==> src/rtl/alu_operand_sequencer_if.sv <==
// ---------------------------------------------------------------------------
// alu_operand_sequencer_if
//   Host instruction port of the ALU operand sequencer.
//   Instr_valid / Instr / Instr_ready form a valid/ready handshake. Done is a
//   one-cycle pulse returned to the host when the instruction's register write
//   is committed.
//   Modports:
//     master - the host (drives Instr_valid, Instr; observes Instr_ready, Done)
//     slave  - the sequencer (the reverse)
// ---------------------------------------------------------------------------
interface alu_operand_sequencer_if;
    logic        Instr_valid;
    logic [15:0] Instr;
    logic        Instr_ready;
    logic        Done;

    modport master (
        output Instr_valid,
        output Instr,
        input  Instr_ready,
        input  Done
    );

    modport slave (
        input  Instr_valid,
        input  Instr,
        output Instr_ready,
        output Done
    );
endinterface

==> src/rtl/alu_operand_sequencer.sv <==
// ---------------------------------------------------------------------------
// alu_operand_sequencer
//   Front/back end for a 16-bit registered ALU/shifter. Holds an 8 x DATA_W
//   register file, accepts one instruction at a time from the host port,
//   presents registered ALU_control/Ainput/Binput to the ALU and writes the
//   ALU's registered Shift_output back into the destination register.
//   A load-immediate instruction initialises registers directly.
//
//   Instruction word:
//     Instr[15]=0 (ALU op): [14:12] ALU_control, [11:9] dst, [8:6] srcA,
//                           [5:3] srcB, [2:0] don't care
//     Instr[15]=1 (LOADI) : [14:12] dst, [11:0] immediate (zero-extended)
//
//   Ports:
//     Clock         rising-edge clock shared with the ALU
//     Reset_n       asynchronous active-low reset
//     host          instruction handshake (alu_operand_sequencer_if.slave)
//     ALU_control   to ALU: [2:1] operation, [0] shift left by one
//     Ainput/Binput to ALU operands
//     Shift_output  from ALU, valid one clock after operands are applied
//     Rd_addr       debug read address
//     Rd_data       combinational read of register Rd_addr
//     Zero_flag     (only with ALU_SEQ_ZFLAG_EN) last written value was zero
//
//   Optional feature macro: ALU_SEQ_ZFLAG_EN adds the Zero_flag output.
// ---------------------------------------------------------------------------
module alu_operand_sequencer #(
    parameter int                DATA_W    = 16,
    parameter bit                ZERO_REG  = 1'b1,
    parameter logic [DATA_W-1:0] REG_RESET = '0
) (
    input  logic                     Clock,
    input  logic                     Reset_n,
    alu_operand_sequencer_if.slave   host,
    output logic [2:0]               ALU_control,
    output logic [DATA_W-1:0]        Ainput,
    output logic [DATA_W-1:0]        Binput,
    input  logic [DATA_W-1:0]        Shift_output,
    input  logic [2:0]               Rd_addr,
    output logic [DATA_W-1:0]        Rd_data
`ifdef ALU_SEQ_ZFLAG_EN
    ,
    output logic                     Zero_flag
`endif
);

    typedef enum logic [1:0] {
        IDLE = 2'd0,
        EXEC = 2'd1,
        WB   = 2'd2,
        LOAD = 2'd3
    } state_e;

    state_e            state_q, state_d;
    logic [2:0]        alu_ctrl_q, alu_ctrl_d;
    logic [DATA_W-1:0] a_q, a_d;
    logic [DATA_W-1:0] b_q, b_d;
    logic [2:0]        dst_q, dst_d;
    logic [11:0]       imm_q, imm_d;

    // Committing a write this cycle (WB or LOAD) and the value being written.
    logic              commit;
    logic [DATA_W-1:0] wr_val;

    // Architectural view of each register: r0 reads as zero when ZERO_REG
    // is set, regardless of what its storage holds.
    logic [DATA_W-1:0] reg_view [8];

    assign commit = (state_q == WB) || (state_q == LOAD);
    assign wr_val = (state_q == LOAD) ? DATA_W'(imm_q) : Shift_output;

    // ------------------------------------------------------------------
    // Register file: one word per generate slot so each word has exactly
    // one driver. Writes to r0 are dropped when ZERO_REG is set.
    // ------------------------------------------------------------------
    for (genvar gi = 0; gi < 8; gi++) begin : g_reg
        logic [DATA_W-1:0] word_q, word_d;

        always_comb begin
            word_d = word_q;
            if (commit && (dst_q == 3'(gi)) && !(ZERO_REG && (gi == 0))) begin
                word_d = wr_val;
            end
        end

        always_ff @(posedge Clock or negedge Reset_n) begin
            if (!Reset_n) begin
                word_q <= REG_RESET;
            end else begin
                word_q <= word_d;
            end
        end

        assign reg_view[gi] = (ZERO_REG && (gi == 0)) ? '0 : word_q;
    end

    // ------------------------------------------------------------------
    // Control FSM, next-state and operand capture. Operands are sampled
    // from the register file on the accept edge, before any writeback of
    // the same instruction, so dst may alias a source.
    // ------------------------------------------------------------------
    always_comb begin
        state_d    = state_q;
        alu_ctrl_d = alu_ctrl_q;
        a_d        = a_q;
        b_d        = b_q;
        dst_d      = dst_q;
        imm_d      = imm_q;

        case (state_q)
            IDLE: begin
                if (host.Instr_valid) begin
                    if (host.Instr[15]) begin
                        state_d = LOAD;
                        dst_d   = host.Instr[14:12];
                        imm_d   = host.Instr[11:0];
                    end else begin
                        state_d    = EXEC;
                        alu_ctrl_d = host.Instr[14:12];
                        dst_d      = host.Instr[11:9];
                        a_d        = reg_view[host.Instr[8:6]];
                        b_d        = reg_view[host.Instr[5:3]];
                    end
                end
            end
            EXEC:    state_d = WB;
            WB:      state_d = IDLE;
            LOAD:    state_d = IDLE;
            default: state_d = IDLE;
        endcase
    end

    always_ff @(posedge Clock or negedge Reset_n) begin
        if (!Reset_n) begin
            state_q    <= IDLE;
            alu_ctrl_q <= '0;
            a_q        <= '0;
            b_q        <= '0;
            dst_q      <= '0;
            imm_q      <= '0;
        end else begin
            state_q    <= state_d;
            alu_ctrl_q <= alu_ctrl_d;
            a_q        <= a_d;
            b_q        <= b_d;
            dst_q      <= dst_d;
            imm_q      <= imm_d;
        end
    end

    assign host.Instr_ready = (state_q == IDLE);
    assign host.Done        = commit;
    assign ALU_control      = alu_ctrl_q;
    assign Ainput           = a_q;
    assign Binput           = b_q;
    assign Rd_data          = reg_view[Rd_addr];

`ifdef ALU_SEQ_ZFLAG_EN
    // Reflects the value written, even when the write to r0 is dropped.
    logic zflag_q, zflag_d;

    always_comb begin
        zflag_d = zflag_q;
        if (commit) begin
            zflag_d = (wr_val == '0);
        end
    end

    always_ff @(posedge Clock or negedge Reset_n) begin
        if (!Reset_n) begin
            zflag_q <= 1'b0;
        end else begin
            zflag_q <= zflag_d;
        end
    end

    assign Zero_flag = zflag_q;
`endif

endmodule

==> src/flat_wrapper.sv <==
// flat-port wrapper written by rule: the top's interface ports become plain ports
module alu_operand_sequencer_flat 
#(
    parameter int                DATA_W    = 16,
    parameter bit                ZERO_REG  = 1'b1,
    parameter logic [DATA_W-1:0] REG_RESET = '0
)
  (Clock, Reset_n, ALU_control, Ainput, Binput, Shift_output, Rd_addr, Rd_data, host_Instr_valid, host_Instr, host_Instr_ready, host_Done);
  alu_operand_sequencer_if host_i ();
  input  logic Clock;
  input  logic Reset_n;
  output logic [2:0] ALU_control;
  output logic [DATA_W-1:0] Ainput;
  output logic [DATA_W-1:0] Binput;
  input  logic [DATA_W-1:0] Shift_output;
  input  logic [2:0] Rd_addr;
  output logic [DATA_W-1:0] Rd_data;
  input wire logic [$bits(host_i.Instr_valid)-1:0] host_Instr_valid;
  input wire logic [$bits(host_i.Instr)-1:0] host_Instr;
  output wire logic [$bits(host_i.Instr_ready)-1:0] host_Instr_ready;
  output wire logic [$bits(host_i.Done)-1:0] host_Done;
  assign host_i.Instr_valid = host_Instr_valid;
  assign host_i.Instr = host_Instr;
  assign host_Instr_ready = host_i.Instr_ready;
  assign host_Done = host_i.Done;
  alu_operand_sequencer #(.DATA_W(DATA_W), .ZERO_REG(ZERO_REG), .REG_RESET(REG_RESET)) u_core (.Clock(Clock), .Reset_n(Reset_n), .host(host_i), .ALU_control(ALU_control), .Ainput(Ainput), .Binput(Binput), .Shift_output(Shift_output), .Rd_addr(Rd_addr), .Rd_data(Rd_data));
endmodule
==> config.mk <==
export PLATFORM = sky130hd
export DESIGN_NAME = alu_operand_sequencer_flat
export DESIGN_NICKNAME = d
export VERILOG_FILES = /design/src/rtl/alu_operand_sequencer_if.sv /design/src/rtl/alu_operand_sequencer.sv /design/src/flat_wrapper.sv
export SDC_FILE = /design/constraint.sdc
export NUM_CORES = 1
export LEC_CHECK = 0
export BUFFER_PORTS_ARGS = -buffer_cell sky130_fd_sc_hd__buf_4
export CAP_MARGIN = 20
export CORE_ASPECT_RATIO = 0.75
export CORE_MARGIN = 3
export CORE_UTILIZATION = 40
export CTS_CLUSTER_SIZE = 30
export DETAILED_ROUTE_END_ITERATION = 10
export PLACE_DENSITY = 0.69
export SLEW_MARGIN = 0
export SYNTH_ARGS = -nofsm -noshare
export SYNTH_HDL_FRONTEND = slang
export SYNTH_SLANG_ARGS = --single-unit
==> constraint.sdc <==
create_clock -name Clock -period 1.7 [get_ports Clock]
set_clock_uncertainty 0.2 [all_clocks]
set_input_delay 0.255 -clock Clock [delete_from_list [all_inputs] [get_ports Clock]]
set_output_delay 0.255 -clock Clock [all_outputs]
set_load 0.01 [all_outputs]
==> results of run 1 <==
cell type report:
type	instances	share of cell area (%)
multi-input cells	590	37.08
flip-flops and latches	164	32.73
repair buffers	287	22.13
clock buffers	23	3.730
well taps	288	2.872
clock inverters	8	1.007
inverters	15	0.4488
registers in the layout, indices dropped and copies added, names as in the netlist:
register            cells
u_core.Ainput          16
u_core.ALU_control      3
u_core.dst_q            3
u_core.Binput          16
u_core.state_q          2
u_core.imm_q           12
u_core.g.word_q       112
metrics by stage:
step	instances	worst slack, ns	hold slack (ns)	setup TNS (ns)
after floorplan	844	-0.01536	-0.2406	-0.2144
after global placement	1276	-0.1846	-0.1017	-2.904
after detailed placement	1276	-0.1922	-0.1051	-3.095
after CTS	1359	-0.3857	0.01881	-6.114
after global routing	1375	-0.4568	0.03716	-10.21
final	1375	-0.4131	0.02988	-6.200
critical path, cell delays in order, from the launching register on:
cell and delay (ns):
dfrtp_1 0.43, mux4_2 0.49, inv_2 0.07, a21oi_2 0.06, buf_4 0.17
per-layer routing:
metal | vias up | wire (um) | global-route usage (%)
met5 | - | 0 | 0
met4 | 0 | 546 | 6.964
met3 | 45 | 2442 | 6.218
met2 | 377 | 13610 | 38.45
met1 | 3950 | 12870 | 33.77
li1 | 3572 | - | -
path summary, 6_finish.rpt:
kind	cells after the start	slack (ns)	endpoint	from
setup reg to reg	6	-0.04	u_core.Binput[7]$_DFFE_PN0P_	u_core.state_q[1]$_DFFE_PN0P_
hold / removal	3	0.03	u_core.dst_q[2]$_DFFE_PN0P_	host_Instr[15]
hold reg to reg	1	0.31	u_core.imm_q[0]$_DFFE_PN0P_	u_core.imm_q[0]$_DFFE_PN0P_
max in group asynchronous	3	0.65	u_core.Ainput[8]$_DFFE_PN0P_	Reset_n
min in group asynchronous	2	0.04	u_core.Binput[0]$_DFFE_PN0P_	Reset_n
setup / recovery	4	-0.41	Rd_data[11]	u_core.g_reg[5].word_q[11]$_DFFE_PN0P_
kinds of logic after synthesis:
kind of cell	after synthesis	share of synthesized area [%]
compound gates	258	17.81
buf+inv	90	4.907
flops	164	46.12
mux	159	22.61
simple gates	173	8.549
synth_stat cells (all sizes together):
cell,number
nand4,1
buf,38
o21ai,113
a22oi,31
nor4b,1
nand2b,2
mux2,76
mux4,17
dfrtp,164
a21oi,36
nor2b,2
a211o,15
a211oi,1
inv,15
clkbuf,37
o22a,16
a221oi,15
nor3b,2
nor2,36
nand4bb,3
nand4b,3
nand2,120
a31oi,30
mux2i,66
and2,3
o221ai,1
power breakdown:
group	internal (W)	switching [W]	total, W
combinational	0.00497	0.00392	0.00889
clock	0.00238	0.00161	0.00400
sequential	0.00575	0.00159	0.00734
total	0.0131	0.00713	0.0202
what timing repair did:
action | in CTS | in global routing
hold buffers | 20 | 0
endpoints found under the setup margin | 58 | 139
pin swaps | 2 | 13
hold endpoints to repair | 194 | 0
buffers inserted | 27 | 15
gates resized for setup | 51 | 109
gates cloned | 5 | 2
==> results.md, run 1 <==
- Status: complete, but fails checks
- Failing checks: setup timing
- Measured slew at the worst slew-check pin: 0.5067 ns
- 1st-pass router iterations: 6
- DP Area: 10,880 um^2
- Critical Path End Type: output pin
- Worst Path Required: 1.24 ns
- Final Setup Violations: 28
- CP max FO: 4
- Num CTS Buffers: 17
- Max-Slew Margin vs Limit: 66.22%
- Final wirelength: 29.47 mm
- Post-Syn Nets: 882
- ANT nets after route: 0
- Worst vdd ir: 0.8584 mV
- Commonest non-fill, non-tap cells in the layout: buf_4, dfrtp_1, nand2_1
- Hold WC Path Type: input port to flip-flop
- Crit path kind: flip-flop to output pin
- Initial antenna violation count: 0
- Total congestion overflow: 0
- Clk_lat worst skew: 0.43 ns
- Starting Density: 41.45%
- DRC viols: 0
- Final period util: 124.3%
- I/O Buffers: 90
- Mean Syn Cell Area: 10.54 um^2
- Die Ht: 135.2 um
- Largest net degree at the start of global routing: 54
- CTS Sinks: 164
- TritonCTS clock tree: done
- Core Util, Final: 58.44%
- Final setup margin: -0.4131 ns
- Max Root-Sink Buffers: 2
- Pwr dens: 1612 nW/um^2
- Final Hold Fails: 0
- Post-synth top area share: 46.12%
- Row count: 46
- Area leader, netlist: dfrtp_1
- Hpwl dp: 18.35 mm
- CORE AREA: 21,470 um^2
- Die width: 178.2 um
- Layout area overhead: 40.99%
- Final #Nets: 1,113
- Share of layout cells above drive strength 1: 42.78%
- Via count: 7,944
- Fill cells: 1,743
- Synth Warn #: 0
- Multi-input gate area: 4652 um^2
- Clock slew at reported path FFs: 0.06 ns
- Vias in the first global route: 7,854
- FF+latch count, synth: 164
- Register area share after synthesis: 46.12%
- # IOs: 91
- Max cap viols: 0
- Netlist Area Pre-Place: 8899 um^2
- Htree depth: 4
- 1st-iter DRT viols: 991
- Data arrival time of the critical path: 1.66 ns
- Gate Count Post-Synth: 844
- Pwr Total: 0.02023 W
- Die Footprint: 24,090 um^2
- Number of distinct library cells after synthesis: 36
- RSZ-0062 raised after global routing: true
- Root buffer cell: clkbuf_16
- Fmax: 473.2 MHz
- Diodes inserted: 0
- Final Wtd Congestion: 0.8713
- CP startpoint kind: flip-flop
- Largest cells by area after synthesis: dfrtp_1, mux2_2, mux2i_1
- Most common cell after layout, fill and taps aside: buf_4
- Crit path time final: 2.113 ns
- P_leak: 5.697 nW
- Design Area, Final: 12,550 um^2
- Seq. cell area: 4106 um^2
- Vias per cell: 5.777
- Global-route wire length before repair: 44.97 mm
- Global-route usage over all layers: 24.47%
- Final Max Tran Viols: 0
- DR WL/cell: 21.43 um
No activity file was read; power rests on OpenSTA's default activity.
==> run 2, diff against run 1 <==
- RECOVER_POWER: unset -> 100
==> results.md, run 2 (synthesis results as in run 1) <==
- Final Wtd Congestion: 0.8713
- Num CTS Buffers: 17
- Max reg flops: 112
- Final wirelength: 29.63 mm
- Reg-to-reg endpoint: u_core.g_reg[4].word_q[6]$_DFFE_PN0P_
- Hold EP: u_core.dst_q[2]$_DFFE_PN0P_
- Die Footprint: 24,090 um^2
- Hold Startpoint: host_Instr[15]
- CORE AREA: 21,470 um^2
- Final Hold Fails: 0
- Combinational share of power: 43.0%
- Vias per cell: 5.786
- Switching power: 0.007133 W
- Die Ht: 135.2 um
- Reg2reg setup slack: -0.07 ns
- Hold_ws: 0.02991 ns
- Final Max Tran Viols: 0
- RR Startpoint: u_core.state_q[0]$_DFFE_PN0P_
- Wire length on met3: 2.661 mm
- Critical Path End Type: output pin
- DR WL/cell: 21.55 um
- CP max stage cell: mux4_2
- TritonCTS clock tree: done
- Max Root-Sink Buffers: 2
- Row count: 46
- Diodes inserted: 0
- Final Setup Violations: 94
- Clock power frac: 20.1%
- Final #Nets: 1,113
- Global-route usage over all layers: 24.47%
- Final setup margin: -0.4148 ns
- Data arrival time of the critical path: 1.66 ns
- Hpwl dp: 18.35 mm
- Layout area overhead: 38.47%
- Largest net degree at the start of global routing: 54
- Total congestion overflow: 0
- I/O Buffers: 90
- Crit path time final: 2.115 ns
- Pwr dens: 1615 nW/um^2
- Initial antenna violation count: 0
- Measured slew at the worst slew-check pin: 0.8865 ns
- Peak per-stage delay on the critical path: 0.49 ns
- 1st-iter DRT viols: 911
- Fill cells: 1,798
- Core Util, Final: 57.40%
- # IOs: 91
- Largest reg by FF count: u_core.g.word_q
- Sequential share of power: 36.8%
- Clk_lat worst skew: 0.44 ns
- Worst Setup SP: u_core.g_reg[5].word_q[11]$_DFFE_PN0P_
- Failing checks: setup timing
- Worst Hold Depth: 3
- Status: complete, but fails checks
- Top routing layer in use: met4
- Switching part of the total: 35.84%
- Clock slew at reported path FFs: 0.06 ns
- Max cap viols: 0
- Worst vdd ir: 0.8623 mV
- DRC viols: 0
- Max-Slew Margin vs Limit: 40.90%
- 1st-pass router iterations: 5
- Die width: 178.2 um
- CP max FO: 4
- WP buf/inv: 2
- Share of layout cells above drive strength 1: 39.10%
- Path depth of the worst reg2reg path: 5
- Vias in the first global route: 7,854
- Hold WC Path Type: input port to flip-flop
- Design Area, Final: 12,320 um^2
- DP Area: 10,880 um^2
- Most common cell after layout, fill and taps aside: buf_4
- P_int: 0.01277 W
- Global-route wire length before repair: 44.97 mm
- Root buffer cell: clkbuf_16
- Critical path's top delay family: multiplexers
- P_leak: 5.539 nW
- Final period util: 124.4%
- ANT nets after route: 0
- Crit path kind: flip-flop to output pin
- CTS Sinks: 164
- RSZ-0062 raised after global routing: true
- Wire length on met1: 12.79 mm
- CP startpoint kind: flip-flop
- Met2 wire length: 13.61 mm
- Commonest non-fill, non-tap cells in the layout: buf_4, dfrtp_1, nand2_1
- Htree depth: 4
- Cell Chain, Critical Path: mux4_2 -> inv_2 -> a21oi_2 -> buf_4
- Starting Density: 41.45%
- Via count: 7,956
- Worst Path Required: 1.24 ns
- Fmax: 472.9 MHz
==> run 2: power by group through the flow <==
stage | logic [W] | clock network [W] | registers [W]
6_report | 0.00857 | 0.00401 | 0.00733
5_1_grt | 0.00934 | 0.00420 | 0.00751
4_1_cts | 0.00823 | 0.00403 | 0.00718
3_5_place_dp | 0.00734 | 0 | 0.00731
3_3_place_gp | 0.00715 | 0 | 0.00724
2_1_floorplan | 0.00393 | 0 | 0.00719
==> run 2: metal layers <==
metal / vias to the layer above / track usage [%]
met5: - / 0
met4: 0 / 6.964
met3: 52 / 6.218
met2: 385 / 38.45
met1: 3952 / 33.77
li1: 3567 / -
==> run 2: how the worst max path moves through the flow <==
stage,to,slack (ns),cells after the start
finish,Rd_data[11],-0.41,4
global route,Rd_data[4],-0.46,4
CTS,Rd_data[11],-0.39,4
detailed placement,Rd_data[3],-0.19,6
global placement,Rd_data[15],-0.18,6
floorplan,Rd_data[10],-0.02,5
==> run 2: worst register-to-register path: stages, from the launching register on <==
cell	delay (ns)
dfrtp_1	0.43
clkbuf_1	0.18
nand2_8	0.10
buf_4	0.20
mux2i_4	0.37
o21ai_0	0.15
==> run 2: repair_timing <==
item / 4_1_cts / 5_1_grt
gates cloned: 5 / 2
pin swaps: 2 / 13
buffers inserted: 27 / 15
setup endpoints to repair: 58 / 139
resized for setup: 51 / 109
hold buffers: 20 / 0
endpoints found under the hold margin: 194 / 0
==> run 2: area by class of cell <==
type	count	area [um^2]	share of cell area [%]
repair buffers	287	2566	20.83
flip-flops and latches	164	4104	33.31
inverters	15	56.30	0.4569
multi-input cells	590	4641	37.66
clock buffers	23	467.9	3.798
well taps	288	360.3	2.924
clock inverters	8	126.4	1.026
==> run 2: stage by stage <==
step | power (W) | worst slack, ns | setup TNS (ns) | std cells
after floorplan | 0.01112 | -0.01536 | -0.2144 | 844
after global placement | 0.01439 | -0.1846 | -2.904 | 1276
after detailed placement | 0.01465 | -0.1922 | -3.095 | 1276
after CTS | 0.01943 | -0.3857 | -6.114 | 1359
after global routing | 0.02105 | -0.4568 | -24.37 | 1375
final | 0.01990 | -0.4148 | -7.991 | 1375
